[src/rtl/alu_seq_pkg.sv]
// alu_seq_pkg
// Shared definitions for the ALU command sequencer: ALU opcode values,
// condition encodings, sequencer state type, instruction field positions
// and small decode helpers.
package alu_seq_pkg;

    // ALU opcodes
    localparam logic [2:0] OP_ADD   = 3'b000;  // M + N + cin
    localparam logic [2:0] OP_ADDSH = 3'b001;  // M + (N >>> 1)
    localparam logic [2:0] OP_MAX   = 3'b010;  // signed max(M, N)
    localparam logic [2:0] OP_MUL3  = 3'b011;  // 3 * M
    localparam logic [2:0] OP_AND   = 3'b100;
    localparam logic [2:0] OP_OR    = 3'b101;
    localparam logic [2:0] OP_NOT   = 3'b110;
    localparam logic [2:0] OP_INV   = 3'b111;

    // Condition encodings
    localparam logic [1:0] COND_AL = 2'b00;  // always
    localparam logic [1:0] COND_Z  = 2'b01;  // Z = 1
    localparam logic [1:0] COND_N  = 2'b10;  // N = 1
    localparam logic [1:0] COND_NZ = 2'b11;  // Z = 0

    typedef enum logic [1:0] {
        IDLE = 2'b00,
        EXEC = 2'b01,
        DONE = 2'b10
    } seq_state_t;

    // Instruction field offsets
    localparam int unsigned F_OPC_HI  = 15;
    localparam int unsigned F_OPC_LO  = 13;
    localparam int unsigned F_RD_HI   = 12;
    localparam int unsigned F_RD_LO   = 11;
    localparam int unsigned F_RS_HI   = 10;
    localparam int unsigned F_RS_LO   = 9;
    localparam int unsigned F_CIN     = 8;
    localparam int unsigned F_COND_HI = 7;
    localparam int unsigned F_COND_LO = 6;
    localparam int unsigned F_LD      = 5;
    localparam int unsigned F_IMM_HI  = 4;
    localparam int unsigned F_IMM_LO  = 0;

    function automatic logic cond_met(input logic [1:0] cond,
                                      input logic       z,
                                      input logic       n);
        logic ok;
        ok = 1'b1;
        case (cond)
            COND_AL: ok = 1'b1;
            COND_Z:  ok = z;
            COND_N:  ok = n;
            COND_NZ: ok = ~z;
            default: ok = 1'b1;
        endcase
        return ok;
    endfunction

    function automatic logic [15:0] sext_imm5(input logic [4:0] imm);
        return {{11{imm[4]}}, imm};
    endfunction

endpackage

[src/rtl/alu_cmd_sequencer_regfile.sv]
// regfile4x16
// Four 16-bit registers with two asynchronous read ports and one
// synchronous write port. Synchronous active-high reset clears all entries.
// Ports:
//   i_clk, i_rst           clock, synchronous reset
//   i_raddr_a/o_rdata_a    read port A
//   i_raddr_b/o_rdata_b    read port B
//   i_we, i_waddr, i_wdata write port
module regfile4x16 (
    input  logic        i_clk,
    input  logic        i_rst,
    input  logic [1:0]  i_raddr_a,
    output logic [15:0] o_rdata_a,
    input  logic [1:0]  i_raddr_b,
    output logic [15:0] o_rdata_b,
    input  logic        i_we,
    input  logic [1:0]  i_waddr,
    input  logic [15:0] i_wdata
);

    logic [15:0] r_mem [4];

    always_ff @(posedge i_clk) begin
        if (i_rst) begin
            r_mem <= '{default: '0};
        end else if (i_we) begin
            r_mem[i_waddr] <= i_wdata;
        end
    end

    assign o_rdata_a = r_mem[i_raddr_a];
    assign o_rdata_b = r_mem[i_raddr_b];

endmodule

[src/rtl/alu_cmd_sequencer.sv]
// alu_cmd_sequencer
// Command-side initiator for the 16-bit combinational ALU. Accepts one
// instruction per valid/ready handshake, drives the ALU operand/opcode ports
// from a 4x16 register file, writes the ALU result back and maintains the
// Z/N flags. Loads, skipped conditions and invalid opcodes complete without
// an ALU cycle.
// Ports:
//   clk, rst                        clock, synchronous active-high reset
//   instr_valid/instr_ready/instr   instruction handshake
//   alu_m/alu_n/alu_c/alu_opc       ALU operand and opcode drive (held outside EXEC)
//   alu_f/alu_zer/alu_neg           ALU result and flags
//   res_valid/res_data/res_skip/res_err  one-cycle completion report
//   flag_z/flag_n                   architectural flags
module alu_cmd_sequencer
    import alu_seq_pkg::*;
(
    input  logic        clk,
    input  logic        rst,
    input  logic        instr_valid,
    output logic        instr_ready,
    input  logic [15:0] instr,
    output logic [15:0] alu_m,
    output logic [15:0] alu_n,
    output logic        alu_c,
    output logic [2:0]  alu_opc,
    input  logic [15:0] alu_f,
    input  logic        alu_zer,
    input  logic        alu_neg,
    output logic        res_valid,
    output logic [15:0] res_data,
    output logic        res_skip,
    output logic        res_err,
    output logic        flag_z,
    output logic        flag_n
);

    seq_state_t  r_state;
    logic        r_instr_ready;
    logic [15:0] r_alu_m;
    logic [15:0] r_alu_n;
    logic        r_alu_c;
    logic [2:0]  r_alu_opc;
    logic [1:0]  r_rd;
    logic        r_res_valid;
    logic [15:0] r_res_data;
    logic        r_res_skip;
    logic        r_res_err;
    logic        r_flag_z;
    logic        r_flag_n;

    logic [2:0]  w_opc;
    logic [1:0]  w_rd;
    logic [1:0]  w_rs;
    logic        w_cin;
    logic [1:0]  w_cond;
    logic        w_ld;
    logic [15:0] w_ld_val;
    logic        w_handshake;
    logic        w_cond_ok;
    logic [15:0] w_rdata_m;
    logic [15:0] w_rdata_n;
    logic        w_we;
    logic [1:0]  w_waddr;
    logic [15:0] w_wdata;

    assign w_opc       = instr[F_OPC_HI:F_OPC_LO];
    assign w_rd        = instr[F_RD_HI:F_RD_LO];
    assign w_rs        = instr[F_RS_HI:F_RS_LO];
    assign w_cin       = instr[F_CIN];
    assign w_cond      = instr[F_COND_HI:F_COND_LO];
    assign w_ld        = instr[F_LD];
    assign w_ld_val    = sext_imm5(instr[F_IMM_HI:F_IMM_LO]);
    assign w_handshake = instr_valid && (r_state == IDLE);
    assign w_cond_ok   = cond_met(w_cond, r_flag_z, r_flag_n);

    regfile4x16 u_rf (
        .i_clk     (clk),
        .i_rst     (rst),
        .i_raddr_a (w_rd),
        .o_rdata_a (w_rdata_m),
        .i_raddr_b (w_rs),
        .o_rdata_b (w_rdata_n),
        .i_we      (w_we),
        .i_waddr   (w_waddr),
        .i_wdata   (w_wdata)
    );

    // Single write port shared by immediate loads (at the handshake edge,
    // addressed from the live instruction) and ALU write-back (end of EXEC,
    // addressed from the latched rd).
    always_comb begin
        w_we    = 1'b0;
        w_waddr = w_rd;
        w_wdata = w_ld_val;
        if (w_handshake && w_cond_ok && w_ld) begin
            w_we = 1'b1;
        end else if (r_state == EXEC) begin
            w_we    = 1'b1;
            w_waddr = r_rd;
            w_wdata = alu_f;
        end
    end

    always_ff @(posedge clk) begin
        if (rst) begin
            r_state       <= IDLE;
            r_instr_ready <= 1'b1;
            r_alu_m       <= '0;
            r_alu_n       <= '0;
            r_alu_c       <= 1'b0;
            r_alu_opc     <= OP_ADD;
            r_rd          <= '0;
            r_res_valid   <= 1'b0;
            r_res_data    <= '0;
            r_res_skip    <= 1'b0;
            r_res_err     <= 1'b0;
            r_flag_z      <= 1'b0;
            r_flag_n      <= 1'b0;
        end else begin
            r_res_valid <= 1'b0;
            r_res_skip  <= 1'b0;
            r_res_err   <= 1'b0;
            case (r_state)
                IDLE: begin
                    if (w_handshake) begin
                        r_instr_ready <= 1'b0;
                        if (!w_cond_ok) begin
                            r_state     <= DONE;
                            r_res_valid <= 1'b1;
                            r_res_skip  <= 1'b1;
                            r_res_data  <= '0;
                        end else if (w_ld) begin
                            // ld wins over opc, so opc=111 with ld=1 is a load
                            r_state     <= DONE;
                            r_res_valid <= 1'b1;
                            r_res_data  <= w_ld_val;
                            r_flag_z    <= (w_ld_val == '0);
                            r_flag_n    <= w_ld_val[15];
                        end else if (w_opc == OP_INV) begin
                            r_state     <= DONE;
                            r_res_valid <= 1'b1;
                            r_res_err   <= 1'b1;
                            r_res_data  <= '0;
                        end else begin
                            r_state   <= EXEC;
                            r_alu_m   <= w_rdata_m;
                            r_alu_n   <= w_rdata_n;
                            r_alu_c   <= w_cin;
                            r_alu_opc <= w_opc;
                            r_rd      <= w_rd;
                        end
                    end
                end
                EXEC: begin
                    r_state     <= DONE;
                    r_res_valid <= 1'b1;
                    r_res_data  <= alu_f;
                    r_flag_z    <= alu_zer;
                    r_flag_n    <= alu_neg;
                end
                DONE: begin
                    r_state       <= IDLE;
                    r_instr_ready <= 1'b1;
                end
                default: begin
                    r_state       <= IDLE;
                    r_instr_ready <= 1'b1;
                end
            endcase
        end
    end

    assign instr_ready = r_instr_ready;
    assign alu_m       = r_alu_m;
    assign alu_n       = r_alu_n;
    assign alu_c       = r_alu_c;
    assign alu_opc     = r_alu_opc;
    assign res_valid   = r_res_valid;
    assign res_data    = r_res_data;
    assign res_skip    = r_res_skip;
    assign res_err     = r_res_err;
    assign flag_z      = r_flag_z;
    assign flag_n      = r_flag_n;

endmodule

[config.mk]
export PLATFORM = sky130hd
export DESIGN_NAME = alu_cmd_sequencer
export DESIGN_NICKNAME = d
export VERILOG_FILES = /design/src/rtl/alu_seq_pkg.sv /design/src/rtl/alu_cmd_sequencer_regfile.sv /design/src/rtl/alu_cmd_sequencer.sv
export SDC_FILE = /design/constraint.sdc
export NUM_CORES = 1
export LEC_CHECK = 0
export ABC_AREA = 1
export CAP_MARGIN = 10
export CORE_ASPECT_RATIO = 0.5
export CORE_MARGIN = 10
export CORE_UTILIZATION = 35
export DETAILED_ROUTE_END_ITERATION = 6
export MAX_ROUTING_LAYER = met4
export PLACE_DENSITY = 0.53
export SYNTH_ARGS = -nofsm -noshare
export SYNTH_HDL_FRONTEND = slang
export SYNTH_SLANG_ARGS = --single-unit
[constraint.sdc]
create_clock -name clk -period 1.76 [get_ports clk]
set_input_delay 0.352 -clock clk [delete_from_list [all_inputs] [get_ports clk]]
set_output_delay 0.352 -clock clk [all_outputs]
set_load 0.05 [all_outputs]
# After elaboration in Yosys (flattened, before gate mapping)
# Index checks and enable logic that the tools add are counted.
[op_classes] n_addsub=0 n_reduce_logical=14 shift=0 div_mod_pow=0 magnitude_cmp=4 n_mux=42 multipliers=0 bitwise=10 eq_ne=9
[op_table] operator="$mux W16" n=11
[op_table] operator="$bmux W16 S2" n=2
[op_table] operator="$bwmux W64" n=1
[op_table] operator="$demux W16 S2" n=1
[op_table] operator="$pmux W16 S2" n=1
[op_table] operator="$logic_not A16 Y1" n=1
[op_table] operator="$mux W1" n=14
[op_table] operator="$mux W2" n=6
[op_table] operator="$ge A3 B3 Y1 const B" n=3
[op_table] operator="$not A2 Y3" n=3
[op_table] operator="$pmux W1 S2" n=4
[op_table] operator="$not A1 Y1" n=7
[op_table] operator="$ne A2 B2 Y1 const B" n=3
[op_table] operator="$reduce_and A5 Y1" n=1
[op_table] operator="$reduce_or A5 Y1" n=1
[op_table] operator="$eq A2 B1 Y1 const B" n=2
[op_table] operator="$eq A2 B2 Y1 const B" n=2
[op_table] operator="$logic_and A1 B1 Y1" n=4
[op_table] operator="$logic_not A2 Y1" n=2
[op_table] operator="$ne A4 B3 Y1 const B" n=1
[op_table] operator="$pmux W1 S4" n=1
[op_table] operator="$pmux W2 S2" n=1
[op_table] operator="$reduce_and A4 Y1" n=1
[op_table] operator="$eq A3 B3 Y1 const B" n=1
[op_table] operator="other kinds (5)" n=5
[word_totals] romBits=0 inputBits=37 ramBits=0 elab_cells=96 latch_bits=0 mem_count=0 reg_bits=126

# Logic depth before layout (Yosys ltp)
# Gate-level depths: netlist of the first run.
[depth] word_depth=11 depth_mapped=11 depth_no_buf=10

# Hierarchy
# From an unflattened synthesis of the first run, not the netlist that was laid out.
[unflattened] cells_unflattened=990 hier_area_um2=6337.3
[by_module_without_submodules] module="regfile4x16" instances=1 area_per_inst_um2=3594.7 seq_area_each_um2=1281.2 cells_per_inst=595
[by_module_without_submodules] module="alu_cmd_sequencer" instances=1 area_per_inst_um2=2742.6 seq_area_each_um2=1241.2 cells_per_inst=395

# Worst setup path before layout of the first run
# No wires, ideal clock.
[synth_path] kind="reg-to-reg" from="reg r_flag_z (netlist: flag_z)" to="reg u_rf.r_mem[48] in the netlist's numbering" setup_time_ps=115 path_stages_with_launch=12 setup_slack_ps=-34 arrival_time_ps=1679 required_ps=1645 cell_sequence="dfxtp_1 -> inv_1 -> nand2_1 -> nand2_1 -> nand3_1 -> nand3_1 -> nand2_1 -> buf_6 -> buf_2 -> nand3_1 -> nand2_1 -> nor2_1"
[synth_via] elab_chain_cells=11 elab_cells_between_ends=14 classes_between="2 x order compare; 7 x mux; 2 x bitwise; 3 x reduce/logical"
[synth_lines] element="start: declaration" line_no="alu_cmd_sequencer.sv:48" text="logic r_flag_z;"
[synth_lines] element="start signal: assignment" line_no="alu_cmd_sequencer.sv:137" text="r_flag_z <= (w_ld_val == '0);"
[synth_lines] element="start signal: assignment" line_no="alu_cmd_sequencer.sv:158" text="r_flag_z <= alu_zer;"
[synth_lines] element="$not A1 Y1" line_no="alu_seq_pkg.sv:52" text="COND_NZ: ok = ~z;"
[synth_lines] element="$pmux W1 S4 (*)" line_no="alu_seq_pkg.sv:48" text="case (cond)"
[synth_lines] element="$logic_and A1 B1 Y1 (*) (2 in a row)" line_no="alu_cmd_sequencer.sv:95" text="if (w_handshake && w_cond_ok && w_ld) begin"
[synth_lines] element="$mux W2" line_no="alu_cmd_sequencer.sv:95"
[synth_lines] element="$not A2 Y3 (implied by the code)" line_no="alu_cmd_sequencer_regfile.sv:27" text="r_mem[i_waddr] <= i_wdata;"
[synth_lines] element="$ge A3 B3 Y1 (implied by the code) or $lt A3 B1 Y1 (tied branches)" line_no="alu_cmd_sequencer_regfile.sv:27"
[synth_lines] element="$logic_and A1 B1 Y1 (implied by the code)" line_no="alu_cmd_sequencer_regfile.sv:27"
[synth_lines] element="$mux W16 (implied by the code)" line_no="alu_cmd_sequencer_regfile.sv:27"
[synth_lines] element="$demux W16 S2" line_no="alu_cmd_sequencer_regfile.sv:27"
[synth_lines] element="$bwmux W64" line_no="alu_cmd_sequencer_regfile.sv:27"
[synth_lines] element="end signal: indexed assignment" line_no="alu_cmd_sequencer_regfile.sv:27"
[synth_lines] element="end: declaration" line_no="alu_cmd_sequencer_regfile.sv:21" text="logic [15:0] r_mem [4];"
# Every way passes the cells marked *; elsewhere a longest branch is shown, timed or not.
# A chain may end at the register's enable or synchronous reset.

# Worst setup path in the final report of the first run
[layout_path] from="reg r_state[1]" to="reg u_rf.r_mem[18] in the netlist's numbering"
[layout_via] elab_chain_cells=11 elab_cells_between_ends=18 classes_between="2 x order compare; 1 x eq/ne; 9 x mux; 1 x bitwise; 5 x reduce/logical"
[layout_lines] element="start: declaration" line_no="alu_cmd_sequencer.sv:37" text="seq_state_t r_state;"
[layout_lines] element="start signal: assignment" line_no="alu_cmd_sequencer.sv:106" text="r_state <= IDLE;"
[layout_lines] element="start signal: assignment" line_no="alu_cmd_sequencer.sv:128" text="r_state <= DONE;"
[layout_lines] element="start signal: assignment" line_no="alu_cmd_sequencer.sv:134" text="r_state <= DONE;"
[layout_lines] element="$logic_not A2 Y1" line_no="alu_cmd_sequencer.sv:73" text="assign w_handshake = instr_valid && (r_state == IDLE);"
[layout_lines] element="$logic_and A1 B1 Y1" line_no="alu_cmd_sequencer.sv:73"
[layout_lines] element="$logic_and A1 B1 Y1 (2 in a row)" line_no="alu_cmd_sequencer.sv:95"
[layout_lines] element="$mux W2" line_no="alu_cmd_sequencer.sv:95"
[layout_lines] element="$not A2 Y3 (implied by the code)" line_no="alu_cmd_sequencer_regfile.sv:27"
[layout_lines] element="$ge A3 B3 Y1 (implied by the code) or $lt A3 B1 Y1 (tied branches)" line_no="alu_cmd_sequencer_regfile.sv:27"
[layout_lines] element="$logic_and A1 B1 Y1 (implied by the code)" line_no="alu_cmd_sequencer_regfile.sv:27"
[layout_lines] element="$mux W16 (implied by the code)" line_no="alu_cmd_sequencer_regfile.sv:27"
[layout_lines] element="$demux W16 S2" line_no="alu_cmd_sequencer_regfile.sv:27"
[layout_lines] element="$bwmux W64" line_no="alu_cmd_sequencer_regfile.sv:27"
# Parallel ways exist; a longest one is shown, timed or not.

==> reports/results.ini, run 1 <==
[clock_network]
clk-insertion-delay-late_ns=0.42
cts-buffers-inserted=17
cts_resized=0
clockRootBuffer=clkbuf_16
htree_levels=4
holdBufCountCts=0
clockBufferDepth=2
clkSlewWorstSetupHoldPaths_ns=0.06
clock_sinks=126
post_cts_buffers=0
cts_tree=built

[routing]
drc=0
first_iter_violations=634
viasPerCell=4.89
drt_pass1_iterations=7
ant_nets=0
wl_per_cell_um=15.5
wirelength_um=20100
vias=6356

[die]
die_area_um2=23800
dieWidth_um=209
num_rows=34
initial_utilization=0.358
coreArea_um2=17400
die_h_um=114
ios=95

[worst_setup_path]
cpMostUsedCell=nand2_1
reg2reg_depth=10
crit_path_top_delay_cell=dfxtp_1
r2r-end=u_rf.r_mem[18]
worstPathRequired_ns=2.08
worst_setup_path_start_kind=flip-flop
max_stage_delay_ns=0.34
r2r_start=r_state[1]
crit_chain=inv_2 > nand2_4 > buf_4 > clkinvlp_4 > nand2_1 > o21ai_1 > inv_1 > nand3_1 > nand2_1 > nor2_1
critPathKind=flip-flop to flip-flop
r2r_slack_ns=0.15
cp_max_fo=11
end_kind=flip-flop
critPathArrivalTime_ns=1.92

[global_route]
antenna_found_initial=0
grt.busiest_layer=met1
met1_usage=0.286
grtUsageTotal=0.173
first_global_vias=5659
use_met2=0.188
grt_overflow=0
grt_use_met3=0.0349
grt_pass1_wl_um=32200
grt_max_degree=60

[placement]
place_inst=1268
port_buffers=94
place.gp.congestion=0.851
hpwl_um=14600

[hold_path]
hp-start=alu_m[10]
whs_endpoint=alu_m[10]
hold_path_class=flip-flop to flip-flop
hold_path_depth=2

[final_layout]
diodes=0
final_common_cell=o21ai_0
drive_gt1_frac=0.152
final_cell_mix=o21ai_0, nor2_1, a21oi_1
fin_cells=1300
final_nets=1090
area_growth_pct=31.8

[yosys]
avgSynthCellArea_um2=6.47
ys_seq_area_frac=0.405
syn-num-nets=999
synthCells=962
yosysTopAreaCell=dfxtp_1
yosysTopAreaCellShare=0.405
synth_cell_types=21
synth.area.top_cells=dfxtp_1, o21ai_0, a21oi_1, nor2_1, nand2_1
synth_warnings=0
syn_area_um2=6220
ys_ff_latch=126

[power_and_ir_drop]
power.leakage_nw=3.50
power_mw=8.44
peakVddDrop_v=0.000725
power.density_nw_per_um2=1030

[sta]
period_minus_slack_ns=1.61
rsz0062_at_grt=no
hold_viol=0
report.final.slew_viol_count=0
fin_skew_ns=0.00681
tightest_slew_ns=0.333
tns_ns=0
finalCritPeriodShare=0.913
fmax_ghz=0.622
max_slew_margin=0.778
holdWs_ns=0.445
finalSetupViolations=0

[flow_run]
maxCapViolCount=0

[outcome]
status=complete, no violations

==> flip-flops by register name (all words and copies together) (netlist names) <==
signal	cells
res_data	16
alu_opc	3
res_err	1
instr_ready	1
u_rf.r_mem	64
flag_n	1
res_valid	1
alu_n	16
flag_z	1
alu_m	16
r_rd	2
alu_c	1
res_skip	1
r_state	2
==> power breakdown <==
| part | leakage (nW) | switching [mW] | internal (mW) | total [mW] |
|---|---|---|---|---|
| Combinational | 2.18 | 1.06 | 0.572 | 1.63 |
| Clock | 0.286 | 1.44 | 2.24 | 3.68 |
| Sequential | 1.03 | 0.111 | 3.01 | 3.12 |
==> through the flow <==
stage	setup slack (ns)	util	area, µm²
6_report	0.153	0.472	8210
5_1_grt	0.0107	0.472	8210
4_1_cts	0.00654	0.470	8180
3_5_place_dp	-0.231	0.435	7570
3_3_place_gp	-0.201	0.435	7570
2_1_floorplan	0.0445	-	6220
==> logic make-up after synthesis <==
kind of cell | after synthesis | synth area share
simple gates | 343 | 0.226
compound gates | 303 | 0.245
buf+inv | 190 | 0.124
flops | 126 | 0.405
==> metal layers <==
layer | up-vias | wire, µm
met5 | - | 0
met4 | 0 | 180
met3 | 13 | 1560
met2 | 219 | 6700
met1 | 2822 | 11700
li1 | 3302 | -
==> critical path: cells and delay by family (launching register included) <==
kind,cells,cell delay [ns]
buffers and inverters,4,0.59
and+or+nand+nor,5,0.46
DFF,1,0.34
AOI/OAI and AO/OA,1,0.10
==> Yosys cell counts, drive strengths merged <==
cell and count:
a21oi 134, buf 49, clkbuf 25, dfxtp 126, inv 116, nand2 129
nand3 69, nand3b 2, nand4 1, nor2 140, nor3 2, o21ai 169
==> worst max-delay path by stage <==
stage / from / end / cells past startpoint
floorplan: flag_n / u_rf.r_mem[48] / 9
global placement: instr[15] / alu_m[4] / 8
detailed placement: instr[15] / alu_m[8] / 8
CTS: r_state[1] / u_rf.r_mem[33] / 9
global route: instr[14] / alu_m[12] / 8
finish: r_state[1] / u_rf.r_mem[18] / 10
==> layout make-up <==
class	count	area, µm²
fill	1841	9190
inverter	116	439
tap	234	293
clock buffer	17	425
multi-input combinational	646	2960
timing repair buffer	146	1380
sequential	126	2520
clock inverter	15	186
Note: power is estimated with default switching activity, not from simulation.
==> inputs of run 2 (changes only) <==
--- a/config.mk
+++ b/config.mk
@@ -8,3 +8,2 @@
 export ABC_AREA = 1
-export CAP_MARGIN = 10
 export CORE_ASPECT_RATIO = 0.5
--- a/constraint.sdc
+++ b/constraint.sdc
@@ -3,2 +3,2 @@
 set_output_delay 0.352 -clock clk [all_outputs]
-set_load 0.05 [all_outputs]
+set_load 0.1 [all_outputs]
==> reports/results.ini, run 2 (synthesized netlist as in run 1, its figures left out) <==
[outcome]
status=complete, no violations

[power_and_ir_drop]
p_switching_mw=2.82  ; +8.0%
power_switching_share=0.311  ; +0.00139
p_comb_frac=0.246  ; +0.052
power.leakage_nw=3.69  ; +5.6%
seq_power_share=0.349  ; -0.021
clkPwrFrac=0.405  ; -0.032
peakVddDrop_v=0.000802  ; +11%
power.density_nw_per_um2=1020  ; -1.0%
intPower_mw=6.25  ; +7.3%

[final_layout]
multiInputGateArea_um2=2950  ; -0.25%
post-route-util=0.513  ; +0.0409
seqCellArea_um2=2530  ; +0.15%
final_cell_mix=o21ai_0, nor2_1, a21oi_1
finish.instance_area_um2=8920  ; +8.7%
diodes=0  ; unchanged
area_growth_pct=43.3
fin_cells=1292  ; -0.62%
drive_gt1_frac=0.143  ; -0.00925
fillCellCount=1686  ; -8.4%
largest-register=u_rf.r_mem
largest_reg_flops=64  ; unchanged
final_nets=1084  ; -0.55%
final_common_cell=o21ai_0

[die]
die_area_um2=23800  ; unchanged
coreArea_um2=17400  ; unchanged
ios=95  ; unchanged
num_rows=34  ; unchanged
dieWidth_um=209  ; unchanged
initial_utilization=0.358  ; unchanged
die_h_um=114  ; unchanged

[worst_setup_path]
r2r_start=r_state[0]
cp_max_fo=45  ; +34
critPathArrivalTime_ns=1.97  ; +0.05 ns
crit_chain=clkdlybuf4s50_1 > nand3_1 > nand2_1 > inv_1 > nand3_2 > buf_12 > buf_12 > o21ai_0 > a21oi_1
r2r-end=u_rf.r_mem[48]
cpMostUsedCell=buf_12
r2r_slack_ns=0.13  ; -0.02 ns
end_kind=flip-flop
critPathKind=primary input to flip-flop
max_stage_delay_ns=0.49  ; +0.15 ns
crit_path_top_delay_cell=clkdlybuf4s50_1
worst_setup_path_start_kind=primary input
worstPathRequired_ns=2.10  ; +0.02 ns
reg2reg_depth=8  ; -2

[sta]
period_minus_slack_ns=1.63  ; +0.0202 ns
fmax_ghz=0.615  ; -1.2%
fin_skew_ns=0.00901  ; +0.00220 ns
rsz0062_at_grt=no
holdWs_ns=0.479  ; +0.0338 ns
finalSetupViolations=0  ; unchanged
finalCritPeriodShare=0.924  ; +0.0115
tightest_slew_ns=0.356  ; +0.0230 ns
report.final.slew_viol_count=0  ; unchanged
max_slew_margin=0.760  ; -0.0172
hold_viol=0  ; unchanged
finalWorstSetupSlack_ns=0.133  ; -0.0202 ns

[hold_path]
hold_path_class=flip-flop to flip-flop
hold_path_depth=2  ; unchanged
hp-start=alu_m[9]
whs_endpoint=alu_m[9]

[routing]
ant_nets=0  ; unchanged
wirelength_um=19600  ; -2.7%
wl_per_cell_um=15.2  ; -2.1%
first_iter_violations=668  ; +5.4%
viasPerCell=4.93  ; +0.82%
drc=0  ; unchanged
drt_pass1_iterations=5  ; -2
vias=6369  ; +0.20%

[global_route]
met1_usage=0.270  ; -0.0157
grtUsageTotal=0.168  ; -0.00511
use_met2=0.190  ; +0.00171
grt_overflow=0  ; unchanged
grt_use_met3=0.0419  ; +0.00708
grt_max_degree=55  ; -8.3%
grt.busiest_layer=met1
antenna_found_initial=0  ; unchanged
grt_pass1_wl_um=31700  ; -1.6%
first_global_vias=5592  ; -1.2%

[clock_network]
clockRootBuffer=clkbuf_16
clkSlewWorstSetupHoldPaths_ns=0.05  ; about the same
post_cts_buffers=0  ; unchanged
cts-buffers-inserted=17  ; unchanged
clk-insertion-delay-late_ns=0.41  ; about the same
htree_levels=4  ; unchanged
clockBufferDepth=2  ; unchanged
clock_sinks=126  ; unchanged
cts_tree=built

[placement]
place.gp.congestion=0.834  ; -2.0%
pre_cts_ws_ns=-0.260  ; -0.0291 ns
hpwl_um=14300  ; -1.6%
placed_area_um2=8290  ; +9.5%
port_buffers=94  ; unchanged
place_inst=1262  ; -0.47%

[flow_run]
maxCapViolCount=0  ; unchanged

## run 2: changes by cell type in the layout (fill, tap and decap cells not counted), sizes merged
cell	previous run	this run
clkbuf	17	24
buf	110	104
clkinvlp	5	0
clkinv	5	3
inv	118	116
## run 2: power groups by stage
stage	Clock (mW)	Sequential, mW	Combinational (mW)
after floorplan	0	3.84	0.712
after global placement	0	3.23	2.21
after detailed placement	0	3.23	2.23
after CTS	3.75	3.17	2.23
after global routing	3.89	3.19	2.40
final	3.68	3.17	2.23
## run 2: per-layer routing
layer  vias up  wire length [µm]
met5         -                 0
met3        12              1510
met1      2878             11200
met2       203              6790
met4         0               135
li1       3276                 -
## run 2: what timing repair did
item                                    CTS  global route
endpoints found under the setup margin    0            49
gates resized for setup                   0             2
hold buffers                              0             0
## run 2: critical path, delay by kind of cell
family,cells,cell delay (ns)
buf+inv,4,0.90
compound gates,2,0.19
simple gates,3,0.51
## run 2: cell type report
cell class / instances / area share
clock buffer: 24 / 0.0574
clock inverter: 6 / 0.0118
inverter: 116 / 0.0488
multi-input combinational: 646 / 0.331
sequential: 126 / 0.283
tap: 234 / 0.0328
timing repair buffer: 140 / 0.235
## run 2: worst max path at each step
stage,slack [ns],end,startpoint
global route,0.0005,u_rf.r_mem[17],r_state[0]
finish,0.13,alu_opc[2],instr[14]
CTS,0.08,u_rf.r_mem[63],r_state[1]
floorplan,0.02,u_rf.r_mem[48],flag_n
global placement,-0.22,alu_opc[2],instr[13]
detailed placement,-0.26,alu_c,instr[15]
## run 2: through the flow
stage,power (mW),TNS (ns)
2_1_floorplan,4.55,0
3_3_place_gp,5.43,-21.76
3_5_place_dp,5.46,-25.43
4_1_cts,9.15,0
5_1_grt,9.48,0
6_report,9.08,0
